### src/rtl/cache_tag_lookup_assoc.sv
// N-way set-associative tag store with one-cycle registered lookup, victim
// selection (first invalid way, else per-set round robin), fills and a sequential flush.

module cache_tag_way_cmp #(
  parameter int TAG_W = 28
) (
  input  logic [TAG_W-1:0] way_tag,
  input  logic             way_vld,
  input  logic [TAG_W-1:0] req_tag,
  output logic             hit
);
  assign hit = way_vld && (way_tag == req_tag);
endmodule

module cache_tag_lookup_assoc #(
  parameter  int ADDR_W = 32,
  parameter  int SET_W  = 2,
  parameter  int WORD_W = 2,
  parameter  int OFF_W  = 0,
  parameter  int WAYS   = 2,
  localparam int TAG_W  = ADDR_W - SET_W - WORD_W - OFF_W,
  localparam int WAY_W  = (WAYS > 1) ? $clog2(WAYS) : 1
) (
  input  logic              clk,
  input  logic              rst_n,
  input  logic              req_valid,
  output logic              req_ready,
  input  logic [TAG_W-1:0]  req_tag,
  input  logic [SET_W-1:0]  req_set,
  input  logic [WORD_W-1:0] req_word,
  output logic              rsp_valid,
  output logic              rsp_hit,
  output logic              rsp_miss,
  output logic [WAY_W-1:0]  rsp_way,
  output logic [WAY_W-1:0]  rsp_victim,
  output logic              rsp_multi,
  output logic [TAG_W-1:0]  rsp_tag,
  output logic [SET_W-1:0]  rsp_set,
  output logic [WORD_W-1:0] rsp_word,
  input  logic              fill_valid,
  output logic              fill_ready,
  input  logic [TAG_W-1:0]  fill_tag,
  input  logic [SET_W-1:0]  fill_set,
  output logic [WAY_W-1:0]  fill_way,
  input  logic              flush_req,
  output logic              flush_busy,
  output logic              flush_done
);
  localparam int SETS = 1 << SET_W;

  typedef enum logic {IDLE, FLUSH} state_e;

  typedef struct packed {
    logic              hit;
    logic              miss;
    logic              multi;
    logic [WAY_W-1:0]  way;
    logic [WAY_W-1:0]  victim;
    logic [TAG_W-1:0]  tag;
    logic [SET_W-1:0]  set;
    logic [WORD_W-1:0] word;
  } rsp_t;

  state_e                       state_q, state_d;
  logic [SET_W-1:0]             cnt_q, cnt_d;
  logic [SETS-1:0][WAYS-1:0]    valid_q, valid_d;
  logic [SETS-1:0][WAY_W-1:0]   rr_q, rr_d;
  logic [TAG_W-1:0]             tag_q [SETS][WAYS];
  logic [TAG_W-1:0]             tag_d [SETS][WAYS];
  rsp_t                         rsp_q, rsp_d;
  logic                         rsp_valid_q, rsp_valid_d;

  logic [WAYS-1:0][TAG_W-1:0]   set_tags;
  logic [WAYS-1:0]              hit_vec;
  logic [WAY_W-1:0]             hit_way;

  // Lowest invalid way wins; a full set falls back to its round-robin pointer.
  function automatic logic [WAY_W-1:0] pick_victim(input logic [WAYS-1:0] v,
                                                   input logic [WAY_W-1:0] rr);
    logic [WAY_W-1:0] r;
    r = rr;
    for (int w = WAYS - 1; w >= 0; w--)
      if (!v[w]) r = WAY_W'(w);
    if (WAYS == 1) r = '0;
    return r;
  endfunction

  always_comb begin
    for (int w = 0; w < WAYS; w++) set_tags[w] = tag_q[req_set][w];
  end

  cache_tag_way_cmp #(.TAG_W(TAG_W)) u_cmp [WAYS-1:0] (
    .way_tag (set_tags),
    .way_vld (valid_q[req_set]),
    .req_tag ({WAYS{req_tag}}),
    .hit     (hit_vec)
  );

  always_comb begin
    hit_way = '0;
    for (int w = WAYS - 1; w >= 0; w--)
      if (hit_vec[w]) hit_way = WAY_W'(w);
  end

  assign req_ready  = (state_q == IDLE) && !fill_valid && !flush_req;
  assign fill_ready = (state_q == IDLE);
  assign fill_way   = pick_victim(valid_q[fill_set], rr_q[fill_set]);
  assign flush_busy = (state_q == FLUSH);
  assign flush_done = (state_q == FLUSH) && (cnt_q == SET_W'(SETS - 1));

  always_comb begin
    state_d     = state_q;
    cnt_d       = cnt_q;
    valid_d     = valid_q;
    rr_d        = rr_q;
    tag_d       = tag_q;
    rsp_d       = rsp_q;
    rsp_valid_d = 1'b0;
    case (state_q)
      IDLE: begin
        if (fill_valid) begin
          tag_d[fill_set][fill_way]   = fill_tag;
          valid_d[fill_set][fill_way] = 1'b1;
          if (WAYS > 1 && (&valid_q[fill_set]))
            rr_d[fill_set] = rr_q[fill_set] + WAY_W'(1);
        end
        if (flush_req) begin
          state_d = FLUSH;
          cnt_d   = '0;
        end
        if (req_valid && req_ready) begin
          rsp_valid_d  = 1'b1;
          rsp_d.hit    = |hit_vec;
          rsp_d.miss   = ~(|hit_vec);
          rsp_d.multi  = ($countones(hit_vec) > 1);
          rsp_d.way    = hit_way;
          rsp_d.victim = pick_victim(valid_q[req_set], rr_q[req_set]);
          rsp_d.tag    = req_tag;
          rsp_d.set    = req_set;
          rsp_d.word   = req_word;
        end
      end
      FLUSH: begin
        valid_d[cnt_q] = '0;
        rr_d[cnt_q]    = '0;
        cnt_d          = cnt_q + SET_W'(1);
        if (cnt_q == SET_W'(SETS - 1)) state_d = IDLE;
      end
      default: state_d = IDLE;
    endcase
  end

  always_ff @(posedge clk or negedge rst_n) begin
    if (!rst_n) begin
      state_q     <= IDLE;
      cnt_q       <= '0;
      valid_q     <= '0;
      rr_q        <= '0;
      rsp_q       <= '0;
      rsp_valid_q <= 1'b0;
    end else begin
      state_q     <= state_d;
      cnt_q       <= cnt_d;
      valid_q     <= valid_d;
      rr_q        <= rr_d;
      rsp_q       <= rsp_d;
      rsp_valid_q <= rsp_valid_d;
    end
  end

  // Tag storage carries no reset; valid bits alone gate matches.
  always_ff @(posedge clk) tag_q <= tag_d;

  assign rsp_valid  = rsp_valid_q;
  assign rsp_hit    = rsp_q.hit;
  assign rsp_miss   = rsp_q.miss;
  assign rsp_multi  = rsp_q.multi;
  assign rsp_way    = rsp_q.way;
  assign rsp_victim = rsp_q.victim;
  assign rsp_tag    = rsp_q.tag;
  assign rsp_set    = rsp_q.set;
  assign rsp_word   = rsp_q.word;
endmodule

### config.mk
export PLATFORM = sky130hd
export DESIGN_NAME = cache_tag_lookup_assoc
export DESIGN_NICKNAME = d
export VERILOG_FILES = /design/src/rtl/cache_tag_lookup_assoc.sv
export SDC_FILE = /design/constraint.sdc
export NUM_CORES = 1
export LEC_CHECK = 0
export ABC_CLOCK_PERIOD_IN_PS = 3400
export CORE_ASPECT_RATIO = 1.75
export CORE_MARGIN = 1
export CORE_UTILIZATION = 35
export DETAILED_ROUTE_END_ITERATION = 10
export PLACE_DENSITY = 0.53
export SYNTH_ARGS = -nofsm -noshare
export SYNTH_HDL_FRONTEND = slang
export SYNTH_SLANG_ARGS = --single-unit
### constraint.sdc
create_clock -name clk -period 3.4 [get_ports clk]
set_input_delay 0.68 -clock clk [delete_from_list [all_inputs] [get_ports clk]]
set_output_delay 0.68 -clock clk [all_outputs]
set_load 0.005 [all_outputs]
==> flow_metrics.py <==
metrics = {
    "cts": {
        "cts.path.max_buffers": 3,
        "cts_inserted_buffers": 26,
        "clock_tree.root_cell": "sky130_fd_sc_hd__clkbuf_16",
        "postCtsSetupRepairBufs": 0,
        "cts.reportedPaths.clkPinSlew_ps": 70,
        "cts_tree": "yes",
        "cts_repair_resize_count": 0,
        "holdBufCountCts": 0,
        "cts_sink_cnt": 277,
        "cts-htree-levels": 1,
        "insertion_delay_ps": 540,
    },
    "grt": {
        "grt_util_all_layers_pct": 18.2,
        "grt_first_pass_wirelength_um": 44300,
        "grt_pass1_vias": 6881,
        "grt_start_max_net_pins": 52,
        "antenna_found_initial": 0,
        "overflow": 0,
    },
    "finish": {
        "final_nets": 911,
        "fin_area_um2": 14400,
        "final-instance-count-excl-fill": 1259,
        "layout-drive-gt1-share_pct": 18.3,
        "syn_to_final_growth_pct": 25.9,
        "n_antenna_cell": 0,
        "final_core_utilization_pct": 44.6,
    },
    "timing": {
        "report.final.slew_viol_count": 0,
        "finalSetupViolCount": 0,
        "fin_hold_ws_ps": 146,
        "timing.final.hold_violations": 0,
        "final.period_utilization_pct": 95.7,
        "post-route-worst-setup-slack_ps": 145,
        "worst-slew-pin-transition_ps": 601,
        "setup-tns-final_ps": 0,
        "fin_crit_ps": 3260,
        "grt_setup_unrepaired": "false",
        "fmax_mhz": 307,
        "finalClockSkew_ps": 12.6,
        "maxSlewHeadroom_pct": 58.9,
    },
    "floorplanning": {
        "die-area_um2": 33400,
        "coreArea_um2": 32200,
        "starting_density_of_the_core_pct": 35.5,
        "die_w_um": 139,
        "rows": 87,
        "design.portCount": 110,
        "die_y_um": 241,
    },
    "worst_setup_path": {
        "critical_path_peak_fanout": 4,
        "required_ps": 2720,
        "worstSetupPathType": "input pin to primary output",
        "timing.rr.start": "tag_q[50]$_DFFE_PP_",
        "cpPeakStageDelay_ps": 560,
        "cp_common_cell": "sky130_fd_sc_hd__clkdlybuf4s50_1",
        "critical-path-slowest-cell": "sky130_fd_sc_hd__clkdlybuf4s50_1",
        "crit_path_end_kind": "primary output",
        "worst_path_arrival_time_ps": 2580,
        "worstSetupStartpoint": "fill_set[0]",
        "timing.critical_path.cells": "clkdlybuf4s50_1 -> mux4_2 -> a21boi_0 -> clkdlybuf4s50_1",
        "cp.depth": 4,
        "critPathTopFamily": "buffers and inverters",
        "rr_worst_depth": 6,
        "crit_path_start_kind": "input pin",
        "cp_num_buf_inv": 2,
    },
    "placed_design": {
        "place.detailed.instances": 1212,
        "place.gp.congestion": 0.958,
        "detailed_place_hpwl_um": 21500,
        "buffer_ports.inserted": 109,
        "place_ws_ps": 116,
        "placement.cell_area_um2": 13400,
    },
    "synth": {
        "dominant_register_cell_in_the_synthesized_netlist": "sky130_fd_sc_hd__edfxtp_1",
        "netlist.area_leader.share_pct": 58.9,
        "netlist_area_um2": 11400,
        "syn_inst": 684,
        "mappedNetlistNets": 755,
        "ys_seq_elements": 277,
        "synthArstFlopShare_pct": 19.1,
        "number_of_synthesized_flops_with_an_enable_pin": 224,
        "synthesis.yosys.warnings": 0,
        "synth.top_cells.by_area": "sky130_fd_sc_hd__edfxtp_1 59%, sky130_fd_sc_hd__dfrtp_1 12%, sky130_fd_sc_hd__mux4_2 9.3%",
        "synth.yosys.seq_area_share_pct": 70.5,
        "yosys.area.top_type": "sky130_fd_sc_hd__edfxtp_1",
        "avgSynthCellArea_um2": 16.7,
        "synthDistinctLibCells": 51,
    },
    "worst_hold_path": {
        "worst_hold_class": "input pin to async pin",
    },
    "drt": {
        "finalWirelength_um": 29800,
        "drt-pass1-iter-count": 10,
        "drc_violation_total_after_the_first_tritonroute_iteration": 438,
        "wl_per_cell_um": 23.7,
        "drc_errors": 16,
        "via_count": 6568,
        "drt-vias-per-instance": 5.22,
        "ant_nets": 0,
    },
    "outcome": {
        "outcome": "finished with violations",
        "violations_in_the_final_reports": "DRC",
    },
    "job": {
        "drv_cap": 0,
    },
    "power_and_ir_drop": {
        "total_leakage_power_nw": 5.15,
        "power_per_cell_area_nw_per_um2": 623,
        "totalPowerFinal_mw": 8.96,
        "vdd_ir_drop_max_mv": 0.398,
    },
}
worst paths after layout:
| kind | endpoint | slack, ps |
|---|---|---|
| max | fill_way | 140 |
| min | valid_q[7]$_DFFE_PN0P_ | 150 |
| max reg2reg | rsp_way$_DFFE_PN0P_ | 1010 |
| min reg2reg | rsp_tag[27]$_DFFE_PN0P_ | 480 |
| max in group asynchronous | rsp_tag[10]$_DFFE_PN0P_ | 2500 |
| min in group clk | rsp_tag[27]$_DFFE_PN0P_ | 480 |
state kept, by name, indices dropped and copies added (netlist names), 2 cells and up:
register	count
cnt_q	2
rr_q	4
rsp_set	2
rsp_tag	28
rsp_word	2
tag_q	224
valid_q	8
worst reg2reg max path, cell delays in order (launching register included):
cell and delay (ps):
sky130_fd_sc_hd__edfxtp_1 380, sky130_fd_sc_hd__mux4_2 490, sky130_fd_sc_hd__xnor2_1 160, sky130_fd_sc_hd__nand4_1 210, sky130_fd_sc_hd__a2111oi_0 540, sky130_fd_sc_hd__nand4_1 300, sky130_fd_sc_hd__a21boi_1 210
cells by family after synthesis:
family                     after synthesis  synth area share [%]
AOI/OAI and AO/OA                       69                  4.30
and+or+nand+nor                        145                  5.60
muxes                                   91                  13.2
adders and majority gates                4                 0.438
DFF                                    277                  70.5
buffers and inverters                   45                  1.93
xor gates and xnor gates                53                  4.06
synthesized netlist by cell type, drive strengths merged (4+ instances only):
cell,count
mux2,6
o21ai,15
ha,4
nand4,14
nand2,95
mux4,47
xnor2,39
a21oi,9
edfxtp,224
inv,17
nand3,10
nor2,10
clkbuf,8
a21o,8
mux2i,38
nand2b,7
buf,19
xor2,14
dfrtp,53
where the power goes:
group	leakage, nW	total [mW]	internal [mW]	switching, mW
clock network	0.462	3.29	1.99	1.29
registers	2.70	4.19	4.01	0.185
logic	1.99	1.48	0.796	0.684
total	5.15	8.96	6.80	2.16
layout by cell type, fill, tap and decap left out, types with 4 or more instances in the layout:
| master | netlist | layout |
|---|---|---|
| sky130_fd_sc_hd__mux2_2 | 6 | 6 |
| sky130_fd_sc_hd__nor2_1 | 10 | 4 |
| sky130_fd_sc_hd__xor2_1 | 14 | 14 |
| sky130_fd_sc_hd__nand4_1 | 14 | 14 |
| sky130_fd_sc_hd__clkbuf_16 | 0 | 27 |
| sky130_fd_sc_hd__nand2_1 | 95 | 94 |
| sky130_fd_sc_hd__ha_1 | 4 | 4 |
| sky130_fd_sc_hd__o21ai_0 | 14 | 14 |
| sky130_fd_sc_hd__inv_1 | 17 | 17 |
| sky130_fd_sc_hd__buf_4 | 3 | 34 |
| sky130_fd_sc_hd__a21o_1 | 8 | 8 |
| sky130_fd_sc_hd__bufinv_16 | 0 | 7 |
| sky130_fd_sc_hd__xnor2_1 | 39 | 39 |
| sky130_fd_sc_hd__mux4_2 | 47 | 47 |
| sky130_fd_sc_hd__buf_12 | 0 | 14 |
| sky130_fd_sc_hd__edfxtp_1 | 224 | 224 |
| sky130_fd_sc_hd__nand2b_1 | 7 | 7 |
| sky130_fd_sc_hd__nor2_2 | 0 | 6 |
| sky130_fd_sc_hd__dfrtp_1 | 53 | 53 |
| sky130_fd_sc_hd__a21oi_1 | 9 | 9 |
| sky130_fd_sc_hd__clkdlybuf4s50_1 | 0 | 106 |
| sky130_fd_sc_hd__nand3_1 | 10 | 10 |
| sky130_fd_sc_hd__mux2i_1 | 38 | 38 |
routing by layer:
metal  part of all wire (%)  GRT usage (%)  up-vias
li1                       -              -     2937
met1                     38           20.8     3340
met2                     53           33.2      224
met3                    4.5           2.28       67
met4                    5.0           9.67        0
met5                      0              0        -
area by class of cell:
class                   count  area (um2)
inverters                  18        67.6
repair buffers            155        1600
clock inverters            17         282
multi-input cells         362        3190
flip-flops and latches    277        8050
well taps                 400         500
fillers                  2842       17800
clock buffers              30         687
Power figures use the tool's default switching activity.
